===== src/rtl/cpu_controller_pkg.sv =====
// ============================================================================
// Module : cpu_pkg
// Brief  : Shared types and encodings for the cpu_controller FSM.
// Rev    : 1.0 - initial release
// ============================================================================
`default_nettype none

package cpu_pkg;

    typedef logic [2:0] opcode_t;
    typedef logic [1:0] op_t;
    typedef logic [1:0] nsel_t;
    typedef logic [1:0] vsel_t;

    typedef enum logic [2:0] {
        S_WAIT      = 3'd0,
        S_DECODE    = 3'd1,
        S_WRITE_IMM = 3'd2,
        S_GET_A     = 3'd3,
        S_GET_B     = 3'd4,
        S_ALU       = 3'd5,
        S_WRITE_RD  = 3'd6
    } state_t;

    localparam opcode_t C_OPC_MOV = 3'b110;
    localparam opcode_t C_OPC_ALU = 3'b101;

    localparam op_t C_OP_MOV_REG = 2'b00;
    localparam op_t C_OP_MOVI    = 2'b10;
    localparam op_t C_OP_ADD     = 2'b00;
    localparam op_t C_OP_CMP     = 2'b01;
    localparam op_t C_OP_AND     = 2'b10;
    localparam op_t C_OP_MVN     = 2'b11;

    localparam nsel_t C_NSEL_RM = 2'b00;
    localparam nsel_t C_NSEL_RD = 2'b01;
    localparam nsel_t C_NSEL_RN = 2'b10;

    localparam vsel_t C_VSEL_C   = 2'b00;
    localparam vsel_t C_VSEL_IMM = 2'b10;

    // First state after DECODE; unknown codes fall straight back to WAIT.
    function automatic state_t decode_next(input opcode_t opc, input op_t sub);
        state_t nxt;
        nxt = S_WAIT;
        if (opc == C_OPC_MOV) begin
            if (sub == C_OP_MOVI)         nxt = S_WRITE_IMM;
            else if (sub == C_OP_MOV_REG) nxt = S_GET_B;
        end else if (opc == C_OPC_ALU) begin
            if (sub == C_OP_MVN) nxt = S_GET_B;
            else                 nxt = S_GET_A;
        end
        return nxt;
    endfunction

endpackage

`default_nettype wire


===== src/rtl/cpu_controller_if.sv =====
// ============================================================================
// Module : cpu_controller_if
// Brief  : Decoder/datapath handshake bundle around the controller FSM.
// Rev    : 1.0 - initial release
// ============================================================================
`default_nettype none

interface cpu_controller_if;
    import cpu_pkg::*;

    logic    s;
    opcode_t opcode;
    op_t     op;
    logic    w;
    nsel_t   nsel;
    logic    loada;
    logic    loadb;
    logic    loadc;
    logic    loads;
    logic    asel;
    logic    bsel;
    vsel_t   vsel;
    logic    write;

    modport master (
        input  s, opcode, op,
        output w, nsel, loada, loadb, loadc, loads, asel, bsel, vsel, write
    );

    modport slave (
        output s, opcode, op,
        input  w, nsel, loada, loadb, loadc, loads, asel, bsel, vsel, write
    );

endinterface

`default_nettype wire


===== src/rtl/cpu_controller.sv =====
// ============================================================================
// Module : cpu_controller
// Brief  : Moore FSM sequencing register loads and writeback per instruction.
// Rev    : 1.0 - initial release
// ============================================================================
`default_nettype none

module cpu_controller
    import cpu_pkg::*;
(
    input  wire logic          clk,
    input  wire logic          reset,
    cpu_controller_if.master   bus
);

    state_t  state_q, state_d;
    opcode_t opcode_q, opcode_d;
    op_t     op_q, op_d;

    logic    w_is_cmp;
    logic    w_zero_a;

    always_ff @(posedge clk) begin
        if (reset) begin
            state_q  <= S_WAIT;
            opcode_q <= '0;
            op_q     <= '0;
        end else begin
            state_q  <= state_d;
            opcode_q <= opcode_d;
            op_q     <= op_d;
        end
    end

    assign w_is_cmp = (opcode_q == C_OPC_ALU) && (op_q == C_OP_CMP);
    // MOV reg and MVN pass B through the ALU, so A is forced to zero.
    assign w_zero_a = ((opcode_q == C_OPC_MOV) && (op_q == C_OP_MOV_REG)) ||
                      ((opcode_q == C_OPC_ALU) && (op_q == C_OP_MVN));

    always_comb begin
        state_d  = state_q;
        opcode_d = opcode_q;
        op_d     = op_q;
        case (state_q)
            S_WAIT: begin
                if (bus.s) begin
                    state_d  = S_DECODE;
                    opcode_d = bus.opcode;
                    op_d     = bus.op;
                end
            end
            S_DECODE:    state_d = decode_next(opcode_q, op_q);
            S_WRITE_IMM: state_d = S_WAIT;
            S_GET_A:     state_d = S_GET_B;
            S_GET_B:     state_d = S_ALU;
            S_ALU:       state_d = w_is_cmp ? S_WAIT : S_WRITE_RD;
            S_WRITE_RD:  state_d = S_WAIT;
            default:     state_d = S_WAIT;
        endcase
    end

    always_comb begin
        bus.w     = 1'b0;
        bus.nsel  = C_NSEL_RM;
        bus.loada = 1'b0;
        bus.loadb = 1'b0;
        bus.loadc = 1'b0;
        bus.loads = 1'b0;
        bus.asel  = 1'b0;
        bus.bsel  = 1'b0;
        bus.vsel  = C_VSEL_C;
        bus.write = 1'b0;
        case (state_q)
            S_WAIT: bus.w = 1'b1;
            S_WRITE_IMM: begin
                bus.nsel  = C_NSEL_RN;
                bus.vsel  = C_VSEL_IMM;
                bus.write = 1'b1;
            end
            S_GET_A: begin
                bus.nsel  = C_NSEL_RN;
                bus.loada = 1'b1;
            end
            S_GET_B: begin
                bus.nsel  = C_NSEL_RM;
                bus.loadb = 1'b1;
            end
            S_ALU: begin
                bus.asel  = w_zero_a;
                bus.loads = w_is_cmp;
                bus.loadc = ~w_is_cmp;
            end
            S_WRITE_RD: begin
                bus.nsel  = C_NSEL_RD;
                bus.vsel  = C_VSEL_C;
                bus.write = 1'b1;
            end
            default: ;
        endcase
    end

endmodule

`default_nettype wire


===== src/flat_wrapper.sv =====
// flat-port wrapper written by rule: the top's interface ports become plain ports
module cpu_controller_flat import cpu_pkg::*;
  (clk, reset, bus_s, bus_opcode, bus_op, bus_w, bus_nsel, bus_loada, bus_loadb, bus_loadc, bus_loads, bus_asel, bus_bsel, bus_vsel, bus_write);
  cpu_controller_if bus_i ();
  input  wire logic clk;
  input  wire logic reset;
  input wire logic [$bits(bus_i.s)-1:0] bus_s;
  input wire logic [$bits(bus_i.opcode)-1:0] bus_opcode;
  input wire logic [$bits(bus_i.op)-1:0] bus_op;
  output wire logic [$bits(bus_i.w)-1:0] bus_w;
  output wire logic [$bits(bus_i.nsel)-1:0] bus_nsel;
  output wire logic [$bits(bus_i.loada)-1:0] bus_loada;
  output wire logic [$bits(bus_i.loadb)-1:0] bus_loadb;
  output wire logic [$bits(bus_i.loadc)-1:0] bus_loadc;
  output wire logic [$bits(bus_i.loads)-1:0] bus_loads;
  output wire logic [$bits(bus_i.asel)-1:0] bus_asel;
  output wire logic [$bits(bus_i.bsel)-1:0] bus_bsel;
  output wire logic [$bits(bus_i.vsel)-1:0] bus_vsel;
  output wire logic [$bits(bus_i.write)-1:0] bus_write;
  assign bus_i.s = bus_s;
  assign bus_i.opcode = bus_opcode;
  assign bus_i.op = bus_op;
  assign bus_w = bus_i.w;
  assign bus_nsel = bus_i.nsel;
  assign bus_loada = bus_i.loada;
  assign bus_loadb = bus_i.loadb;
  assign bus_loadc = bus_i.loadc;
  assign bus_loads = bus_i.loads;
  assign bus_asel = bus_i.asel;
  assign bus_bsel = bus_i.bsel;
  assign bus_vsel = bus_i.vsel;
  assign bus_write = bus_i.write;
  cpu_controller u_core (.clk(clk), .reset(reset), .bus(bus_i));
endmodule

===== config.mk =====
export PLATFORM = sky130hd
export DESIGN_NAME = cpu_controller_flat
export DESIGN_NICKNAME = d
export VERILOG_FILES = /design/src/rtl/cpu_controller_pkg.sv /design/src/rtl/cpu_controller_if.sv /design/src/rtl/cpu_controller.sv /design/src/flat_wrapper.sv
export SDC_FILE = /design/constraint.sdc
export NUM_CORES = 1
export LEC_CHECK = 0
export ABC_AREA = 1
export BUFFER_PORTS_ARGS = -buffer_cell sky130_fd_sc_hd__buf_2
export CAP_MARGIN = 20
export CORE_AREA = 3 3 40 42
export CTS_BUF_LIST = sky130_fd_sc_hd__clkbuf_8 sky130_fd_sc_hd__clkbuf_16
export DETAILED_ROUTE_END_ITERATION = 7
export DIE_AREA = 0 0 43 45
export SLEW_MARGIN = 40
export SYNTH_ARGS = -nofsm -noshare
export SYNTH_HDL_FRONTEND = slang
export SYNTH_SLANG_ARGS = --single-unit

===== constraint.sdc =====
create_clock -name clk -period 1.5 [get_ports clk]
set_input_delay 0.225 -clock clk [delete_from_list [all_inputs] [get_ports clk]]
set_output_delay 0.225 -clock clk [all_outputs]
set_load 0.01 [all_outputs]

### Yosys cells after proc, flatten, opt, wreduce, memory -nomap -nowiden

Cells that the tools add are included.

* muxes and demuxes: 17
* bitwise gates (word level): 1
* reductions and logical operators: 9
* eq/ne operators: 12

Operators by type and width (number)
* $mux W3: 7
* $eq A3 B3 Y1 const B: 5
* $pmux W3 S5: 1
* $mux W1: 7
* $eq A3 B2 Y1 const B: 2
* $eq A2 B2 Y1 const B: 2
* $pmux W2 S2: 1
* $reduce_or A2 Y1: 2
* $eq A3 B1 Y1 const B: 1
* $logic_and A1 B1 Y1: 3
* $logic_not A3 Y1: 1
* $eq A2 B1 Y1 const B: 1
* $logic_not A2 Y1: 1
* $mux W2: 1
* $ne A2 B2 Y1 const B: 1
* $reduce_and A2 Y1: 1
* $logic_or A1 B1 Y1: 1
* $not A1 Y1: 1

* bits in registers: 8
* output and inout port bits: 12
* word-level logic and storage cells: 42
* bits of input ports: 8

### Depth between registers and ports, before layout

Gate-level depths: netlist of the first run.

* depth in word-level cells: 5
* mapped depth: 7
* depth with buffers taken out: 7

### Worst setup path after synthesis of the first run

OpenSTA, ideal clock, no wires.

* path type: register to output
* start: register u_core.state_q[1]
* end: output bus_nsel[1]
* cell stages (with the launch flop): 5
* arrival: 1056 ps
* data required time: 1275 ps
* slack: 219 ps
* path through: dfxtp_1 -> inv_2 -> nor2_1 -> inv_1 -> o21ai_0

* word-level cells in the longest chain between the ends: 3
* elaborated cells on any way between the ends: 5
* classes of those cells: 3 x eq/ne; 1 x mux; 1 x reduce/logical

Ends and longest elaborated chain
* start: declaration: line cpu_controller.sv:16 `state_t state_q, state_d;`
* start signal: assignment: line cpu_controller.sv:29 `state_q <= state_d;`
* $eq A3 B2 Y1: line cpu_controller.sv:73 `case (state_q)`
* $reduce_or A2 Y1 (no line)
* $pmux W2 S2 *: line cpu_controller.sv:73
* end: declaration: line flat_wrapper.sv:11 `output wire logic [$bits(bus_i.nsel)-1:0] bus_nsel;`

Every way passes the cells marked *; elsewhere a longest branch is shown, timed or not.

### Worst setup path in the final report of the first run

Same ends and word-level chain as after synthesis.

==> impl_metrics.py, run 1 <==
metrics = {
    "outcome": {
        "status": "finished clean",
    },
    "route": {
        "postRouteAntennaNets": 0,
        "num_vias": 528,
        "routed_wl_microns": 1070,
        "drt-vias-per-instance": 4.59,
        "wl_per_cell_microns": 9.34,
        "drt_pass1_iterations": 2,
        "remaining_drc_errors": 0,
        "drt_iter0_drc": 11,
    },
    "cells_and_area": {
        "post-route-cell-area_sq_um": 644,
        "antennaDiodeCount": 0,
        "utilization_pct": 50.1,
        "area_growth_pct": 28.4,
        "final_layout_size_suffix_gt1_share_pct": 33.0,
        "nets": 110,
        "fillers": 142,
    },
    "global_route": {
        "antenna_found_initial": 0,
        "grt_max_degree": 8,
        "first_global_vias": 458,
        "grt_usage_pct": 12.9,
        "overflow": 0,
        "grt_pass1_wl_microns": 1840,
    },
    "setup_path": {
        "crit_path_max_incr_delay_ns": 0.42,
        "path_cells": "inv_2, nor2_1, inv_1, o21ai_0, buf_2",
        "reg2reg_from": "u_core.state_q[0]",
        "critPathArrivalTime_ns": 1.18,
        "crit_slowest_cell": "dfxtp_1",
        "crit_path_end_kind": "output pin",
        "crit_required_ns": 1.27,
        "setup.worst_path.start": "u_core.state_q[1]",
        "crit_fanout": 5,
        "startpoint_type": "register",
        "critPathKind": "register to output pin",
    },
    "floorplan": {
        "die_w_microns": 43,
        "core_area_sq_um": 1280,
        "rows": 13,
        "dieHeight_microns": 45,
        "io_pins": 20,
        "dieArea_sq_um": 1940,
        "start_util_pct": 39.0,
    },
    "sta": {
        "rsz0062_at_grt": "no",
        "fmax_mhz": 709,
        "setup_violations": 0,
        "finalCriticalPeriod_ns": 1.41,
        "finClkSkew_ns": 0.00562,
        "final_max_slew_viol_count": 0,
        "tns_ns": 0,
        "hold_viol": 0,
        "setup_ws_ns": 0.0901,
        "period_share_pct": 94.0,
    },
    "logic_synthesis": {
        "netlist_instances": 81,
        "synth-simple-area-share_pct": 42.9,
        "synth_mux_area_share_pct": 0,
        "synth_area_sq_um": 502,
        "syn_area_per_cell_sq_um": 6.19,
        "yosysUniqueCellTypes": 15,
        "ys_ff_latch": 8,
        "synth_compound_area_share_pct": 11.0,
        "synth_top_family_by_area": "simple AND/OR/NAND/NOR gates",
        "ys.warnings.count": 0,
        "synth_fa_ha_area_share_pct": 0,
        "ys_seq_area_share_pct": 31.9,
        "synth-xor-area-share_pct": 0,
    },
    "clock_network": {
        "ctsHoldBuffers": 0,
        "cts-root-buf": "clkbuf_8",
        "path_clk_slew_ns": 0.04,
        "cts_tree": "yes",
        "clock_path_buffers": 2,
        "clk_latency_ns": 0.23,
        "htreeDepth": 1,
        "cts_inserted_buffers": 3,
        "clkSinkCount": 8,
    },
    "placed_design": {
        "portBuffers": 17,
        "hpwlAfterDp_microns": 851,
        "placed_cell_area_sq_um": 594,
        "gp_congestion": 0.707,
        "dp_slack_ns": 0.280,
    },
    "worst_hold_path": {
        "min_path_type": "primary input to register",
        "min-delay-start": "reset",
    },
    "pwr": {
        "irDropWorstVdd_uv": 474,
        "power.density_nw_per_um2": 878,
        "p_leak_nw": 0.345,
        "fin_total_pwr_uw": 566,
    },
    "flow_run": {
        "max_cap_violations": 0,
    },
}
flip-flops by register name, summed over array words and instances (netlist names):
register and cells:
u_core.op_q 2, u_core.opcode_q 3, u_core.state_q 3
power by group:
part | leakage [nW] | internal [mW] | switching, mW
registers | 0.0668 | 0.227 | 0.0144
clock network | 0.0216 | 0.174 | 0.0809
logic | 0.257 | 0.0272 | 0.0432
worst max-delay path: cells and delay by family, from the launching register on:
kind / cells / cell delay [ns]
DFF: 1 / 0.42
and+or+nand+nor: 1 / 0.12
buffers and inverters: 3 / 0.30
AOI/OAI and AO/OA: 1 / 0.12
logic make-up (layout without fill, tap and decap cells):
group / Yosys count / count (layout)
AOI/OAI and AO/OA: 11 / 11
buffers and inverters: 16 / 34
DFF: 8 / 8
other: 1 / 2
and+or+nand+nor: 45 / 45
cells in the mapped netlist:
| cell type | n | area share (%) |
|---|---|---|
| nand2_1 | 18 | 13 |
| inv_1 | 12 | 9.0 |
| nand3_1 | 10 | 10 |
| a21oi_1 | 9 | 9.0 |
| nor2_1 | 9 | 6.7 |
| dfxtp_1 | 8 | 32 |
| nor2_2 | 3 | 3.7 |
| buf_4 | 2 | 3.0 |
| inv_2 | 2 | 1.5 |
| nand2_2 | 2 | 2.5 |
| o21ai_0 | 2 | 2.0 |
| conb_1 | 1 | 0.75 |
| nand2_4 | 1 | 2.2 |
| nand3_2 | 1 | 2.0 |
| nor2_4 | 1 | 2.2 |
cell usage in the layout (no fill, tap or decap):
| cell type | count |
|---|---|
| dfxtp_1 | 5 |
| dfxtp_2 | 3 |
| nand2_1 | 18 |
| nor2_2 | 2 |
| buf_2 | 17 |
| inv_2 | 2 |
| nor2_1 | 9 |
| conb_1 | 2 |
| clkbuf_8 | 3 |
| nand2_2 | 2 |
| inv_1 | 12 |
| a21oi_1 | 9 |
| nand3_2 | 1 |
| nand2_4 | 1 |
| nand3_1 | 10 |
| o21ai_0 | 2 |
| nor2_4 | 2 |
metal layers:
layer / global-route usage [%] / wire length [microns]
met5: 0 / 0
met4: 10.8 / 16
met1: 16.5 / 506
met3: 2.39 / 81
met2: 18.9 / 469
worst paths after layout:
| path | end | slack (ns) | depth (start not counted) |
|---|---|---|---|
| worst max-delay path | bus_nsel[1] | 0.09 | 5 |
| worst min register to register | u_core.opcode_q[2] | 0.48 | 2 |
| worst min-delay path | u_core.opcode_q[0] | 0.24 | 2 |
| worst max register to register | u_core.op_q[1] | 0.43 | 6 |
what timing repair did:
action                                  4_1_cts  5_1_grt
endpoints found under the hold margin         0        0
gates resized for setup                       0        4
setup buffers                                 0        0
endpoints found under the setup margin        0        3
final cells by class:
type                            instances  area, sq um  area share (%)
Clock buffer                            3         41.3            6.41
Tap cell                               15         18.8            2.91
Sequential cell                         8          164            25.4
Multi-Input combinational cell         58          283            43.9
Inverter                               14         52.6            8.16
Timing Repair Buffer                   17         85.1            13.2
through the flow:
stage	cells	hold slack, ns
floorplan	82	0.294
global placement	112	0.481
detailed placement	112	0.486
CTS	115	0.250
global route	115	0.259
finish	115	0.239
Power figures use the tool's default switching activity.
==> run 2: changes to the inputs <==
- CORE_AREA: 3 3 40 42 -> 2 2 39 41
- DIE_AREA: 0 0 43 45 -> 0 0 41 43
- PLACE_DENSITY_LB_ADDON: default -> 0.08
==> run 2 against run 1 <==
  * Sequential cell count unchanged
  * Critical endpoint is now bus_loadc
  * Via count shrank 1.9%
  * Worst hold slack better by 0.010 ns
  * Critical path depth increased by 1
  * Final area shrank 0.39%
  * Sequential power barely moved
  * Final cell count rose by 0.87%
  * Global-route usage rose by 1.1 points
  * Register-to-register slack is essentially flat
  * First-iteration DRC count fell by 36%
  * Maximum frequency increased by 1.5%
==> impl_metrics.py, run 2 (synthesis gave the netlist of run 1 again) <==
metrics = {
    "outcome": {
        "status": "finished clean",
    },
    "worst_hold_path": {
        "min-delay-start": "reset",
        "min_path_type": "primary input to register",
    },
    "cells_and_area": {
        "utilization_pct": 46.4,
        "final_cells": 116,
        "area_growth_pct": 27.9,
        "final_cell_mix": "nand2_1, buf_2, inv_1, nand3_1",
        "antennaDiodeCount": 0,
        "nets": 110,
        "final_layout_size_suffix_gt1_share_pct": 34.0,
        "reg_top3": "u_core.opcode_q (3), u_core.state_q (3), u_core.op_q (2)",
        "final_common_cell": "nand2_1",
        "seq_area_sq_um": 165,
        "fillers": 153,
        "multi_input_area_sq_um": 278,
    },
    "global_route": {
        "grtUsageMet2_pct": 20.9,
        "overflow": 0,
        "top_usage_layer": "met2",
        "antenna_found_initial": 0,
        "grt_pass1_wl_microns": 1640,
        "met3_usage_pct": 4.71,
        "first_global_vias": 438,
        "grt_usage_pct": 14.0,
        "grt_max_degree": 8,
        "use_met1_pct": 17.5,
    },
    "clock_network": {
        "post_cts.repair.setup_buffers": 0,
        "postCtsResizedCells": 0,
        "clock_path_buffers": 2,
        "cts_tree": "yes",
        "path_clk_slew_ns": 0.04,
        "cts-root-buf": "clkbuf_8",
        "ctsHoldBuffers": 0,
        "clkSinkCount": 8,
        "cts_inserted_buffers": 3,
        "htreeDepth": 1,
        "clk_latency_ns": 0.22,
    },
    "placed_design": {
        "place_inst": 113,
        "portBuffers": 17,
        "gp_congestion": 0.771,
        "dp_slack_ns": 0.276,
        "hpwlAfterDp_microns": 845,
    },
    "route": {
        "routed_wl_microns": 1010,
        "drt-vias-per-instance": 4.47,
        "drt_iter0_drc": 7,
        "num_vias": 518,
        "remaining_drc_errors": 0,
        "wl_per_cell_microns": 8.67,
        "drt_pass1_iterations": 4,
        "postRouteAntennaNets": 0,
    },
    "floorplan": {
        "io_pins": 20,
        "dieHeight_microns": 43,
        "rows": 14,
        "die_w_microns": 41,
        "dieArea_sq_um": 1760,
        "core_area_sq_um": 1380,
        "start_util_pct": 36.3,
    },
    "setup_path": {
        "startpoint_type": "register",
        "crit_required_ns": 1.27,
        "rr_endpoint": "u_core.state_q[1]",
        "crit_fanout": 4,
        "crit_path_end_kind": "output pin",
        "r2r_cells": 7,
        "cp-endpoint": "bus_loadc",
        "critPathKind": "register to output pin",
        "critPathArrivalTime_ns": 1.16,
        "reg2reg_from": "u_core.opcode_q[2]",
        "ff2ff_setup_slack_ns": 0.43,
        "setup.worst_path.start": "u_core.opcode_q[2]",
    },
    "sta": {
        "tns_ns": 0,
        "fmax_mhz": 720,
        "finClkSkew_ns": 0.00192,
        "setup_violations": 0,
        "finalCriticalPeriod_ns": 1.39,
        "rsz0062_at_grt": "no",
        "setup_ws_ns": 0.111,
        "period_share_pct": 92.6,
        "hold_viol": 0,
        "final_max_slew_viol_count": 0,
    },
    "pwr": {
        "p_leak_nw": 0.344,
        "irDropWorstVdd_uv": 456,
        "power.density_nw_per_um2": 875,
        "fin_total_pwr_uw": 562,
    },
    "flow_run": {
        "max_cap_violations": 0,
    },
}
[run 2: changes by cell type in the layout (fill, tap and decap cells not counted)]
| cell | delta |
|---|---|
| nor2_2 | +1 |
| nor2_4 | -1 |
| dfxtp_2 | +1 |
| dfxtp_1 | -1 |
[run 2: cell type report]
type                    instances  share of cell area [%]
repair buffers                 17                    13.3
flip-flops and latches          8                    25.7
multi-input cells              58                    43.3
inverters                      14                    8.19
well taps                      16                    3.12
clock buffers                   3                    6.43
[run 2: worst min-delay path by stage]
stage | endpoint | cells past startpoint
finish | u_core.opcode_q[0] | 2
global route | u_core.opcode_q[0] | 2
CTS | u_core.opcode_q[0] | 2
detailed placement | u_core.opcode_q[0] | 2
global placement | u_core.opcode_q[0] | 2
floorplan | u_core.op_q[0] | 1
[run 2: stage by stage]
step / cell area [sq um] / hold WS, ns
2_1_floorplan: 505 / 0.294
3_3_place_gp: 596 / 0.482
3_5_place_dp: 596 / 0.490
4_1_cts: 637 / 0.260
5_1_grt: 642 / 0.260
6_report: 642 / 0.249
[run 2: critical path, cell delays in order (launching register included)]
cell and delay (ns):
dfxtp_2 0.34, nand2_1 0.06, nor2_2 0.16, nand2_1 0.11
nand2_1 0.09, inv_1 0.04, buf_2 0.13
[run 2: metal layers]
layer  vias to the layer above  wire [microns]
li1                        287               -
met1                       220             482
met2                         7             473
met3                         4              33
met4                         0              16
met5                         -               0
[run 2: where the power goes]
| part | switching, mW | internal, mW | total [mW] |
|---|---|---|---|
| clock network | 0.0788 | 0.173 | 0.252 |
| logic | 0.0419 | 0.0271 | 0.0691 |
| registers | 0.0138 | 0.227 | 0.240 |
==> run 3: changes to the inputs <==
--- a/config.mk
+++ b/config.mk
@@ -18,2 +18,3 @@
 export SYNTH_HDL_FRONTEND = slang
 export SYNTH_SLANG_ARGS = --single-unit
+export TNS_END_PERCENT = 20
==> constraint.sdc (replaced) <==
create_clock -name clk -period 1.5 [get_ports clk]
set_input_delay 0.075 -clock clk [delete_from_list [all_inputs] [get_ports clk]]
set_output_delay 0.075 -clock clk [all_outputs]
set_load 0.01 [all_outputs]
==> run 3 against run 2 <==
  * Die area unchanged
  * Combinational power decreased by 0.6%
  * Highest routed layer unchanged
  * Largest cell class unchanged
  * Worst setup slack improved by 0.093 ns
==> impl_metrics.py, run 3 (synthesis gave the netlist of run 1 again) <==
metrics = {
    "sta": {
        "hold_viol": 0,
        "finClkSkew_ns": 0.000315,
        "tns_ns": 0,
        "final_max_slew_viol_count": 0,
        "rsz0062_at_grt": "no",
        "period_share_pct": 86.4,
        "setup_violations": 0,
        "fmax_mhz": 771,
        "finalCriticalPeriod_ns": 1.30,
    },
    "global_route": {
        "overflow": 0,
        "antenna_found_initial": 0,
        "first_global_vias": 426,
        "grt_pass1_wl_microns": 1610,
        "grt_usage_pct": 13.5,
        "grt_max_degree": 8,
    },
    "clock_network": {
        "cts_tree": "yes",
        "clkSinkCount": 8,
        "cts_inserted_buffers": 3,
        "ctsHoldBuffers": 0,
        "clock_path_buffers": 2,
        "post_cts.repair.setup_buffers": 0,
        "cts-root-buf": "clkbuf_8",
        "postCtsResizedCells": 0,
        "path_clk_slew_ns": 0.04,
        "htreeDepth": 1,
        "clk_latency_ns": 0.22,
    },
    "placed_design": {
        "placed_cell_area_sq_um": 596,
        "gp_congestion": 0.783,
        "hpwlAfterDp_microns": 819,
        "portBuffers": 17,
    },
    "setup_path": {
        "reg2reg_from": "u_core.state_q[2]",
        "path_cells": "nand2_2, nor2_2, inv_1, a21oi_1, buf_2",
        "crit_path_max_incr_delay_ns": 0.50,
        "setup.worst_path.start": "u_core.state_q[2]",
        "crit_path_end_kind": "output pin",
        "crit_required_ns": 1.42,
        "crit_slowest_cell": "dfxtp_1",
        "critPathKind": "register to output pin",
        "crit_fanout": 7,
        "startpoint_type": "register",
        "critPathArrivalTime_ns": 1.22,
    },
    "pwr": {
        "p_sw_uw": 129,
        "power.density_nw_per_um2": 871,
        "combPwrFrac_pct": 12.4,
        "p_int_uw": 426,
        "switching_share_pct": 23.2,
        "p_leak_nw": 0.343,
        "irDropWorstVdd_uv": 756,
        "pwr-share-clk_pct": 44.2,
        "p_seq_share_pct": 43.4,
    },
    "worst_hold_path": {
        "min-delay-start": "reset",
        "min_path_type": "primary input to register",
    },
    "cells_and_area": {
        "multi_input_area_sq_um": 278,
        "seq_area_sq_um": 160,
        "antennaDiodeCount": 0,
        "post-route-cell-area_sq_um": 637,
        "nets": 110,
        "final_common_cell": "nand2_1",
        "final_cell_mix": "nand2_1, buf_2, inv_1, nand3_1",
        "reg_top3": "u_core.opcode_q (3), u_core.state_q (3), u_core.op_q (2)",
        "fillers": 147,
        "final_layout_size_suffix_gt1_share_pct": 30.0,
        "area_growth_pct": 26.9,
    },
    "flow_run": {
        "max_cap_violations": 0,
    },
    "route": {
        "m1WireLength_microns": 472,
        "top_layer": "met4",
        "wl_met3_microns": 53,
        "remaining_drc_errors": 0,
        "routed_wl_microns": 980,
        "postRouteAntennaNets": 0,
        "drt_pass1_iterations": 4,
        "drt_iter0_drc": 9,
        "num_vias": 525,
        "met2WireLength_microns": 446,
        "wl_per_cell_microns": 8.45,
        "drt-vias-per-instance": 4.53,
    },
    "floorplan": {
        "start_util_pct": 36.3,
        "io_pins": 20,
        "core_area_sq_um": 1380,
        "die_w_microns": 41,
        "dieHeight_microns": 43,
        "dieArea_sq_um": 1760,
        "rows": 14,
    },
    "outcome": {
        "status": "finished clean",
    },
}
[run 3: changes by cell type in the layout (fill, tap and decap cells not counted)]
cell	before	now
dfxtp_1	4	8
dfxtp_2	4	0
[run 3: worst paths after layout]
check	to	slack, ns	cells after the start
min reg2reg	u_core.opcode_q[2]	0.50	2
max reg2reg	u_core.state_q[1]	0.43	7
max	bus_asel	0.20	5
min	u_core.op_q[1]	0.11	2
[run 3: critical path: cells and delay by family, from the launching register on]
kind,cells,cell delay (ns)
AND/OR/NAND/NOR,2,0.20
buffers and inverters,2,0.20
AO/OA/AOI/OAI,1,0.10
flip-flops,1,0.50
[run 3: layout make-up]
class | count | share of cell area, %
multi-input cells | 58 | 43.6
flip-flops and latches | 8 | 25.1
repair buffers | 17 | 13.4
inverters | 14 | 8.25
clock buffers | 3 | 6.48
well taps | 16 | 3.14
[run 3: per-stage QoR]
step                      util (%)  worst slack (ns)  power, mW  cells  hold slack, ns
final                         46.0             0.204      0.554    116           0.107
after global routing          46.0            0.0714      0.592    116           0.110
after CTS                     46.0             0.187      0.562    116           0.109
after detailed placement      43.0             0.430      0.313    113           0.344
after global placement        43.0             0.423      0.314    113           0.346
after floorplan                  -             0.369      0.291     82           0.144
[run 3: power groups by stage]
stage / Clock, mW / Sequential, mW / Combinational (mW)
after floorplan: 0 / 0.240 / 0.0508
after global placement: 0 / 0.243 / 0.0704
after detailed placement: 0 / 0.244 / 0.0688
after CTS: 0.252 / 0.240 / 0.0689
after global routing: 0.272 / 0.242 / 0.0788
final: 0.245 / 0.240 / 0.0687
[run 3: routing by layer]
| layer | global-route usage [%] | up-vias |
|---|---|---|
| met5 | 0 | - |
| met4 | 4.00 | 0 |
| met3 | 7.85 | 2 |
| met2 | 18.8 | 9 |
| met1 | 17.2 | 226 |
| li1 | - | 288 |
